==> src/rtl/hdbn_pkg.sv <==
// Shared symbol encodings, polarity type and delay-line entry layout for the HDBn decoder.
package hdbn_pkg;

  // Line symbol encodings on indata
  localparam logic [1:0] SYM_ZERO = 2'b00;
  localparam logic [1:0] SYM_POS  = 2'b01;
  localparam logic [1:0] SYM_NEG  = 2'b10;
  localparam logic [1:0] SYM_ILL  = 2'b11;

  typedef enum logic {
    PolPos = 1'b0,
    PolNeg = 1'b1
  } pol_t;

  // One delay-line slot: decoded bit (1 only for a normal mark) and that mark's polarity
  typedef struct packed {
    logic mark;
    pol_t pol;
  } line_entry_t;

  // Polarity carried by a symbol; only meaningful for SYM_POS / SYM_NEG
  function automatic pol_t sym_pol(logic [1:0] sym);
    return (sym == SYM_NEG) ? PolNeg : PolPos;
  endfunction

endpackage

==> src/rtl/hdbn_delay_line.sv <==
// Shift register of decoded line entries with an indexed clear applied after the shift,
// so a slot can be shifted and zeroed in the same cycle.
module hdbn_delay_line
  import hdbn_pkg::*;
#(
  parameter int unsigned DEPTH = 4,
  localparam int unsigned IdxW = (DEPTH > 1) ? $clog2(DEPTH) : 1
) (
  input  logic              clk_i,
  input  logic              rst_ni,
  input  logic              shift_en_i,
  input  line_entry_t       din_i,
  input  logic              clr_en_i,
  input  logic [IdxW-1:0]   clr_idx_i,
  output logic [DEPTH-1:0]  marks_o,
  output pol_t              b_pol_o
);

  line_entry_t [DEPTH-1:0] line_q, line_d;

  // Next line contents: optional shift, then optional clear of the post-shift slot
  always_comb begin
    line_d = line_q;
    if (shift_en_i) begin
      line_d[0] = din_i;
      for (int unsigned i = 1; i < DEPTH; i++) begin
        line_d[i] = line_q[i-1];
      end
    end
    for (int unsigned i = 0; i < DEPTH; i++) begin
      if (clr_en_i && (clr_idx_i == IdxW'(i))) begin
        line_d[i].mark = 1'b0;
      end
    end
  end

  // Line storage with synchronous active-low reset to all zeros
  always_ff @(posedge clk_i) begin
    if (!rst_ni) begin
      line_q <= '0;
    end else begin
      line_q <= line_d;
    end
  end

  // Index 0 is the newest entry; DEPTH-1 is the entry due for output next
  always_comb begin
    for (int unsigned i = 0; i < DEPTH; i++) begin
      marks_o[i] = line_q[i].mark;
    end
    b_pol_o = line_q[DEPTH-2].pol;
  end

endmodule

==> src/rtl/hdbn_decoder.sv <==
// HDBn line decoder: removes V and B substitution marks from a ternary symbol stream.
// Optional violation detection (err pulse, saturating err_cnt) is built when the
// HDBN_ERR_EN macro is defined; decoded data is identical in both builds.
module hdbn_decoder
  import hdbn_pkg::*;
#(
  parameter int unsigned N = 3
) (
  input  logic        clk,
  input  logic        rst_n,
  input  logic        in_valid,
  input  logic [1:0]  indata,
  output logic        out_valid,
  output logic        outdata
`ifdef HDBN_ERR_EN
  ,
  output logic        err,
  output logic [15:0] err_cnt
`endif
);

  localparam int unsigned Depth = N + 1;
  localparam int unsigned IdxW  = $clog2(Depth);

  logic        have_mark_q, have_mark_d;
  pol_t        last_pol_q, last_pol_d;
  logic        out_valid_q, out_valid_d;
  logic        outdata_q, outdata_d;

  logic [Depth-1:0] marks;
  pol_t             b_pol;
  line_entry_t      din;
  logic             is_mark, is_v, zeros_between, del_b;
  pol_t             cur_pol;

  hdbn_delay_line #(
    .DEPTH (Depth)
  ) u_line (
    .clk_i      (clk),
    .rst_ni     (rst_n),
    .shift_en_i (in_valid),
    .din_i      (din),
    .clr_en_i   (del_b),
    .clr_idx_i  (IdxW'(N)),
    .marks_o    (marks),
    .b_pol_o    (b_pol)
  );

  // Symbol classification and B deletion; the candidate B sits at slot N-1 before the
  // shift, i.e. the slot due for output next once this V is shifted in
  always_comb begin
    is_mark       = (indata == SYM_POS) || (indata == SYM_NEG);
    cur_pol       = sym_pol(indata);
    is_v          = is_mark && have_mark_q && (cur_pol == last_pol_q);
    zeros_between = ~|marks[N-2:0];
    del_b         = in_valid && is_v && marks[N-1] && (b_pol == cur_pol) && zeros_between;
    din.mark      = is_mark && !is_v;
    din.pol       = cur_pol;
  end

  // Polarity tracking and output next state
  always_comb begin
    have_mark_d = have_mark_q;
    last_pol_d  = last_pol_q;
    out_valid_d = in_valid;
    outdata_d   = outdata_q;
    if (in_valid) begin
      outdata_d = marks[N];
      if (is_mark) begin
        have_mark_d = 1'b1;
        last_pol_d  = cur_pol;
      end
    end
  end

  // Decoder state registers with synchronous active-low reset
  always_ff @(posedge clk) begin
    if (!rst_n) begin
      have_mark_q <= 1'b0;
      last_pol_q  <= PolPos;
      out_valid_q <= 1'b0;
      outdata_q   <= 1'b0;
    end else begin
      have_mark_q <= have_mark_d;
      last_pol_q  <= last_pol_d;
      out_valid_q <= out_valid_d;
      outdata_q   <= outdata_d;
    end
  end

  assign out_valid = out_valid_q;
  assign outdata   = outdata_q;

`ifdef HDBN_ERR_EN
  logic [3:0]  zero_run_q, zero_run_d;
  logic        err_q, err_d;
  logic [15:0] err_cnt_q, err_cnt_d;
  logic        viol;

  // Violation detection: illegal symbol, V without N-1 leading zeros, (N+1)-th zero in a row
  always_comb begin
    zero_run_d = zero_run_q;
    viol       = 1'b0;
    if (in_valid) begin
      viol = (indata == SYM_ILL) || (is_v && !zeros_between) ||
             ((indata == SYM_ZERO) && (zero_run_q == 4'(N)));
      if (indata == SYM_ZERO) begin
        zero_run_d = (zero_run_q == 4'(Depth)) ? zero_run_q : zero_run_q + 4'd1;
      end else begin
        zero_run_d = 4'd0;
      end
    end
    err_d     = viol;
    err_cnt_d = (viol && (err_cnt_q != 16'hFFFF)) ? err_cnt_q + 16'd1 : err_cnt_q;
  end

  // Error state registers with synchronous active-low reset
  always_ff @(posedge clk) begin
    if (!rst_n) begin
      zero_run_q <= 4'd0;
      err_q      <= 1'b0;
      err_cnt_q  <= 16'd0;
    end else begin
      zero_run_q <= zero_run_d;
      err_q      <= err_d;
      err_cnt_q  <= err_cnt_d;
    end
  end

  assign err     = err_q;
  assign err_cnt = err_cnt_q;
`endif

endmodule

==> config.mk <==
export PLATFORM = sky130hd
export DESIGN_NAME = hdbn_decoder
export DESIGN_NICKNAME = d
export VERILOG_FILES = /design/src/rtl/hdbn_pkg.sv /design/src/rtl/hdbn_delay_line.sv /design/src/rtl/hdbn_decoder.sv
export SDC_FILE = /design/constraint.sdc
export NUM_CORES = 1
export LEC_CHECK = 0
export ABC_AREA = 1
export BUFFER_PORTS_ARGS = -buffer_cell sky130_fd_sc_hd__buf_2
export CAP_MARGIN = 20
export CORE_AREA = 8 8 45 47
export CTS_CLUSTER_SIZE = 8
export DETAILED_ROUTE_END_ITERATION = 8
export DIE_AREA = 0 0 53 55
export SETUP_SLACK_MARGIN = 0.3
export SLEW_MARGIN = 10
export SYNTH_ARGS = -nofsm -noshare
export SYNTH_HDL_FRONTEND = slang
export SYNTH_SLANG_ARGS = --single-unit
==> constraint.sdc <==
create_clock -name clk -period 1.9 [get_ports clk]
set_input_delay 0.285 -clock clk [delete_from_list [all_inputs] [get_ports clk]]
set_output_delay 0.285 -clock clk [all_outputs]
set_load 0.01 [all_outputs]
==> results of run 1 <==
-- stage by stage --
stage	utilization	power (mW)
after floorplan	-	0.300
final	0.377	0.466
after global routing	0.377	0.493
after global placement	0.358	0.310
after CTS	0.377	0.474
after detailed placement	0.358	0.311
-- registers in the layout, summed over array words and instances (netlist names) --
register,flops
u_line.line_q,2
u_line.marks_o,4
have_mark_q,1
u_line.b_pol_o,1
last_pol_q,1
out_valid,1
outdata,1
-- power by group --
group	total, mW	switching, mW	internal, mW	leakage [nW]
Sequential	0.251	0.00633	0.244	0.0906
Clock	0.161	0.0794	0.0811	0.0150
Combinational	0.0545	0.0327	0.0218	0.127
-- worst max-delay path by stage --
stage	start	to	slack, ps	cells after the start
6_report	outdata$_SDFFE_PN0P_	outdata	900	1
5_1_grt	outdata$_SDFFE_PN0P_	outdata	840	1
4_1_cts	outdata$_SDFFE_PN0P_	outdata	890	1
3_5_place_dp	indata[0]	u_line.marks_o[3]$_SDFFE_PP0P_	690	7
3_3_place_gp	indata[0]	u_line.marks_o[3]$_SDFFE_PP0P_	710	7
2_1_floorplan	indata[0]	u_line.marks_o[3]$_SDFFE_PP0P_	840	6
-- Yosys cell counts (all sizes together) --
master / n
xnor2: 1
a21oi: 6
nand2: 9
nand3: 2
ha: 1
buf: 2
o21ai: 8
dfxtp: 11
nor2: 9
inv: 11
-- per-layer routing --
metal / vias to the layer above / track usage / share of wire
met5: - / 0 / 0
met2: 7 / 0.0957 / 0.43
met4: 0 / 0.0647 / 0.0097
met1: 149 / 0.0799 / 0.51
li1: 203 / - / -
met3: 2 / 0.0187 / 0.046
-- cell families after synthesis --
kind of cell,count (synthesis),synth area share
flops,11,0.474
compound gates,14,0.167
xor+xnor,1,0.0189
fa+ha+maj,1,0.0269
buf+inv,13,0.129
simple gates,20,0.183
-- layout by cell type (no fill, tap or decap), drive strengths merged --
master,instances
dfxtp,11
inv,11
nand2,9
nor2,9
o21ai,8
buf,6
a21oi,6
clkbuf,4
nand3,2
xnor2,1
ha,1
-- layout make-up --
cell class | instances | area share
multi-input cells | 36 | 0.353
inverters | 11 | 0.0791
well taps | 16 | 0.0384
clock buffers | 4 | 0.0504
flip-flops and latches | 11 | 0.422
repair buffers | 6 | 0.0576
==> flow_summary.toml, run 1 <==
[placement]
dpl.hpwl_um = 620
placed_area_um2 = 495
pre_cts_ws_ps = 690
place_congestion = 0.700
port_buffers = 6
placed_cells = 80

[timing]
timing.final.hold_violations = 0
whs_ps = 345
maxSlewViolCount = 0
finalSetupTns_ps = 0
tightest_slew_ps = 209
rsz0062_at_grt = "false"
fin_ws_ps = 903
fin_crit_ps = 997
fin_crit_sh = 0.525
finClkSkew_ps = 2.45
relSlewSlack = 0.861
fmax_mhz = 1000
setup_violations = 0

[drt]
routed_wl_um = 825
detail_route.first_pass.iterations = 4
wl_per_cell_um = 9.82
viasPerCell = 4.30
postRouteAntennaNets = 0
dr_total_vias = 361
drc = 0
first_iter_violations = 10

[finish]
drive_gt1_frac = 0.206
layout.cells.non_filler = 84
multiInputGateArea_um2 = 184
syn_to_final_growth_pct = 12.4
final_area_um2 = 522
fin_nets = 75
register_area_um2 = 220
diodes = 0
num-fill-cells = 163

[die]
die_x_um = 53
initial_core_util = 0.335
io_pins = 7
die_area_um2 = 2920
core_area_um2 = 1380
rows = 14
die_height_um = 55

[critical_path]
worstPathRequired_ps = 1620
r2r-end = "u_line.marks_o[3]$_SDFFE_PP0P_"
crit_chain = "buf_2"
cp_slowest_stage_delay_ps = 320
slowest_stage = "dfxtp_1"
cp_num_buf_inv = 1
rrSetupSlack_ps = 1080
worst_ep_arrival_time_ps = 710
cp_top_family = "flip-flops"
cp-end-kind = "output pin"
cp_max_fo = 2
worstSetupPathType = "flop to output pin"
r2r_cells = 5
r2r-start = "u_line.marks_o[2]$_SDFFE_PN0P_"
cp-start-kind = "flop"

[clock_tree]
cts_hold_buf = 0
ctsResizeCount = 0
cts_buffers = 3
h-tree-depth = 1
path_clk_slew_ps = 70
cts_sinks = 11
post_cts_buffers = 0
clockBufferDepth = 2
clock-root-buffer = "clkbuf_4"
cts_tree = "yes"
clk_latency_ps = 260

[synth]
yosysTopAreaCellShare = 0.474
ys_ff_latch = 11
yosysWarnings = 0
yosys.area.top_type = "dfxtp_1"
synthTopCellsByArea = "dfxtp_1 (47%), o21ai_1 (7.5%), inv_1 (7.3%)"
syn_nets = 66
postSynthCellCount = 60
ys_seq_area_frac = 0.474
syn_area_per_cell_um2 = 7.74
synth.cell_area_um2 = 464
synth_cell_types = 15

[global_routing]
grt_pass1_vias = 349
grt_max_degree = 13
grt_antenna_before_repair = 0
grt.total_usage = 0.0675
grt_pass1_wl_um = 1430
grt.overflow.total = 0

[hold_path]
holdPathStages = 3
min_to = "u_line.marks_o[3]$_SDFFE_PP0P_"
hp-start = "rst_n"
hold_class = "input pin to flop"

[power_and_ir_drop]
p_per_area_nw_per_um2 = 893
p_leak_nw = 0.233
max-vdd-ir-drop_mv = 0.311

[status]
status = "finished clean"

[run]
maxCapViolCount = 0
Note: power is estimated with default switching activity, not from simulation.
==> inputs of run 2 (changes only) <==
- ABC_AREA: 1 -> 0
- clock period: 1.9 -> 1 ns (I/O delays scaled with it)
==> run 2 against run 1 <==
Sequential power up 84%. Die area did not move. Final cell count shrank 17%. Highest routed layer unchanged.
==> flow_summary.toml, run 2 <==
[status]
status = "finished clean"

[timing]
maxSlewViolCount = 0
relSlewSlack = 0.878
fin_crit_sh = 0.884
rsz0062_at_grt = "true"
fin_crit_ps = 884
tightest_slew_ps = 182
timing.final.hold_violations = 0
fin_ws_ps = 116
finClkSkew_ps = 1.25
fmax_mhz = 1130
setup_violations = 0

[drt]
first_iter_violations = 0
viasPerCell = 4.44
wl_per_cell_um = 11.2
routed_wl_um = 781
postRouteAntennaNets = 0
dr_total_vias = 311
drc = 0
detail_route.first_pass.iterations = 1

[global_routing]
grt_antenna_before_repair = 0
grt.total_usage = 0.0722
grt_pass1_wl_um = 1440
grt_pass1_vias = 339
grt.overflow.total = 0
grt_max_degree = 13

[placement]
pre_cts_ws_ps = -12.3
placed_area_um2 = 544
place_congestion = 0.643
placed_cells = 65
port_buffers = 6

[finish]
num-fill-cells = 140
layout.cells.non_filler = 70
drive_gt1_frac = 0.389
final_cell_mix = "dfxtp_1 (8), mux2i_1 (7), nor2b_1 (7)"
diodes = 0
largest_register_ffs = 4
syn_to_final_growth_pct = 21.2
fin_nets = 61
mostFrequentLayoutCell = "dfxtp_1"
final_area_um2 = 594

[synth]
ys_ff_latch = 11
yosys.area.top_type = "dfxtp_1"
synth_cell_types = 18
postSynthCellCount = 43
ys_seq_area_frac = 0.449
async_flop_share = 0
synth.cell_area_um2 = 490
synthTopCellsByArea = "dfxtp_1 (45%), mux2i_1 (14%), nor2b_1 (8.9%)"
synth_commonest_cells = "dfxtp_1 (11), mux2i_1 (7), nor2b_1 (7)"
yosysWarnings = 0
synth_edf_count = 0
yosysTopAreaCellShare = 0.449
syn_nets = 49
yosys_most_used_dff = "dfxtp_1"
syn_area_per_cell_um2 = 11.4
synthMostInstantiatedCell = "dfxtp_1"

[clock_tree]
clock-root-buffer = "clkbuf_4"
h-tree-depth = 1
clockBufferDepth = 2
cts_buffers = 3
path_clk_slew_ps = 70
cts_sinks = 11
clk_latency_ps = 270
cts_tree = "yes"
cts_hold_buf = 0

[die]
io_pins = 7
die_x_um = 53
initial_core_util = 0.354
core_area_um2 = 1380
die_area_um2 = 2920
rows = 14
die_height_um = 55

[critical_path]
cp_max_fo = 2
cp-end-kind = "flop"
cp-start-kind = "flop"
worst_ep_arrival_time_ps = 1050
worstSetupPathType = "flop to flop"
worstPathRequired_ps = 1160

[power_and_ir_drop]
p_leak_nw = 0.255
p_per_area_nw_per_um2 = 1480
max-vdd-ir-drop_mv = 0.775

[run]
maxCapViolCount = 0

[hold_path]
hold_class = "input pin to flop"
[run 2: cell types whose count changed in the layout (fill, tap and decap cells not counted), moves of 3 or more]
| cell | previous run | this run |
|---|---|---|
| dfxtp_1 | 11 | 8 |
| nor2_1 | 8 | 0 |
| dfxtp_2 | 0 | 3 |
| buf_4 | 0 | 3 |
| mux2i_1 | 0 | 7 |
| nor2b_1 | 0 | 7 |
| nand2_1 | 9 | 3 |
| inv_1 | 9 | 0 |
| o21ai_1 | 7 | 1 |
| a21oi_1 | 5 | 1 |
[run 2: cell families after synthesis]
kind of cell             count (synthesis)  synth area share
AO/OA/AOI/OAI                            3            0.0357
XOR/XNOR                                 2            0.0357
adder cells (fa/ha/maj)                  1            0.0255
buffers and inverters                    3            0.0714
flip-flops                              11             0.449
multiplexers                             8             0.173
AND/OR/NAND/NOR                         15             0.209
[run 2: timing repair]
item | 4_1_cts | 5_1_grt
gates cloned | 0 | 0
gates resized for setup | 3 | 2
pin swaps | 1 | 0
hold endpoints to repair | 0 | 0
setup buffers | 0 | 1
setup endpoints to repair | 5 | 6
[run 2: where the power goes]
part | total (mW) | leakage [nW] | internal (mW) | switching (mW)
logic | 0.0991 | 0.149 | 0.0562 | 0.0429
registers | 0.463 | 0.0911 | 0.454 | 0.00893
clock network | 0.317 | 0.0150 | 0.155 | 0.163
[run 2: area by class of cell]
| cell class | count | area [um2] | area share |
|---|---|---|---|
| tap | 16 | 20.0 | 0.0337 |
| sequential | 11 | 224 | 0.377 |
| multi-input combinational | 29 | 253 | 0.425 |
| inverter | 1 | 6.26 | 0.0105 |
| clock buffer | 4 | 26.3 | 0.0442 |
| timing repair buffer | 9 | 65.1 | 0.109 |
[run 2: per-stage QoR]
stage          total power, mW  setup TNS (ps)   util  hold WS (ps)
2_1_floorplan            0.553               0      -           278
3_3_place_gp             0.571           -3.18  0.393           441
3_5_place_dp             0.571           -29.1  0.393           433
4_1_cts                  0.889               0  0.419           189
5_1_grt                  0.919               0  0.429           199
6_report                 0.880               0  0.429           188
[run 2: critical path: stages (launching register included)]
cell and delay [ps]:
dfxtp_2 330, xor2_1 160, nor3b_2 200, a21oi_1 90
[run 2: final timing paths]
check / start / cells past startpoint / slack (ps) / end
setup / recovery: last_pol_q$_SDFFE_PN0P_ / 3 / 120 / u_line.marks_o[3]$_SDFFE_PP0P_
hold / removal: rst_n / 3 / 190 / u_line.marks_o[3]$_SDFFE_PP0P_
setup reg to reg: last_pol_q$_SDFFE_PN0P_ / 3 / 120 / u_line.marks_o[3]$_SDFFE_PP0P_
hold reg to reg: have_mark_q$_SDFFE_PN0P_ / 1 / 450 / have_mark_q$_SDFFE_PN0P_
[run 2: metal layers]
metal | vias up | track usage | share of wire
met5 | - | 0 | 0
met4 | 0 | 0.0905 | 0.049
met3 | 4 | 0.0321 | 0.061
met2 | 5 | 0.105 | 0.42
met1 | 137 | 0.0687 | 0.47
li1 | 165 | - | -
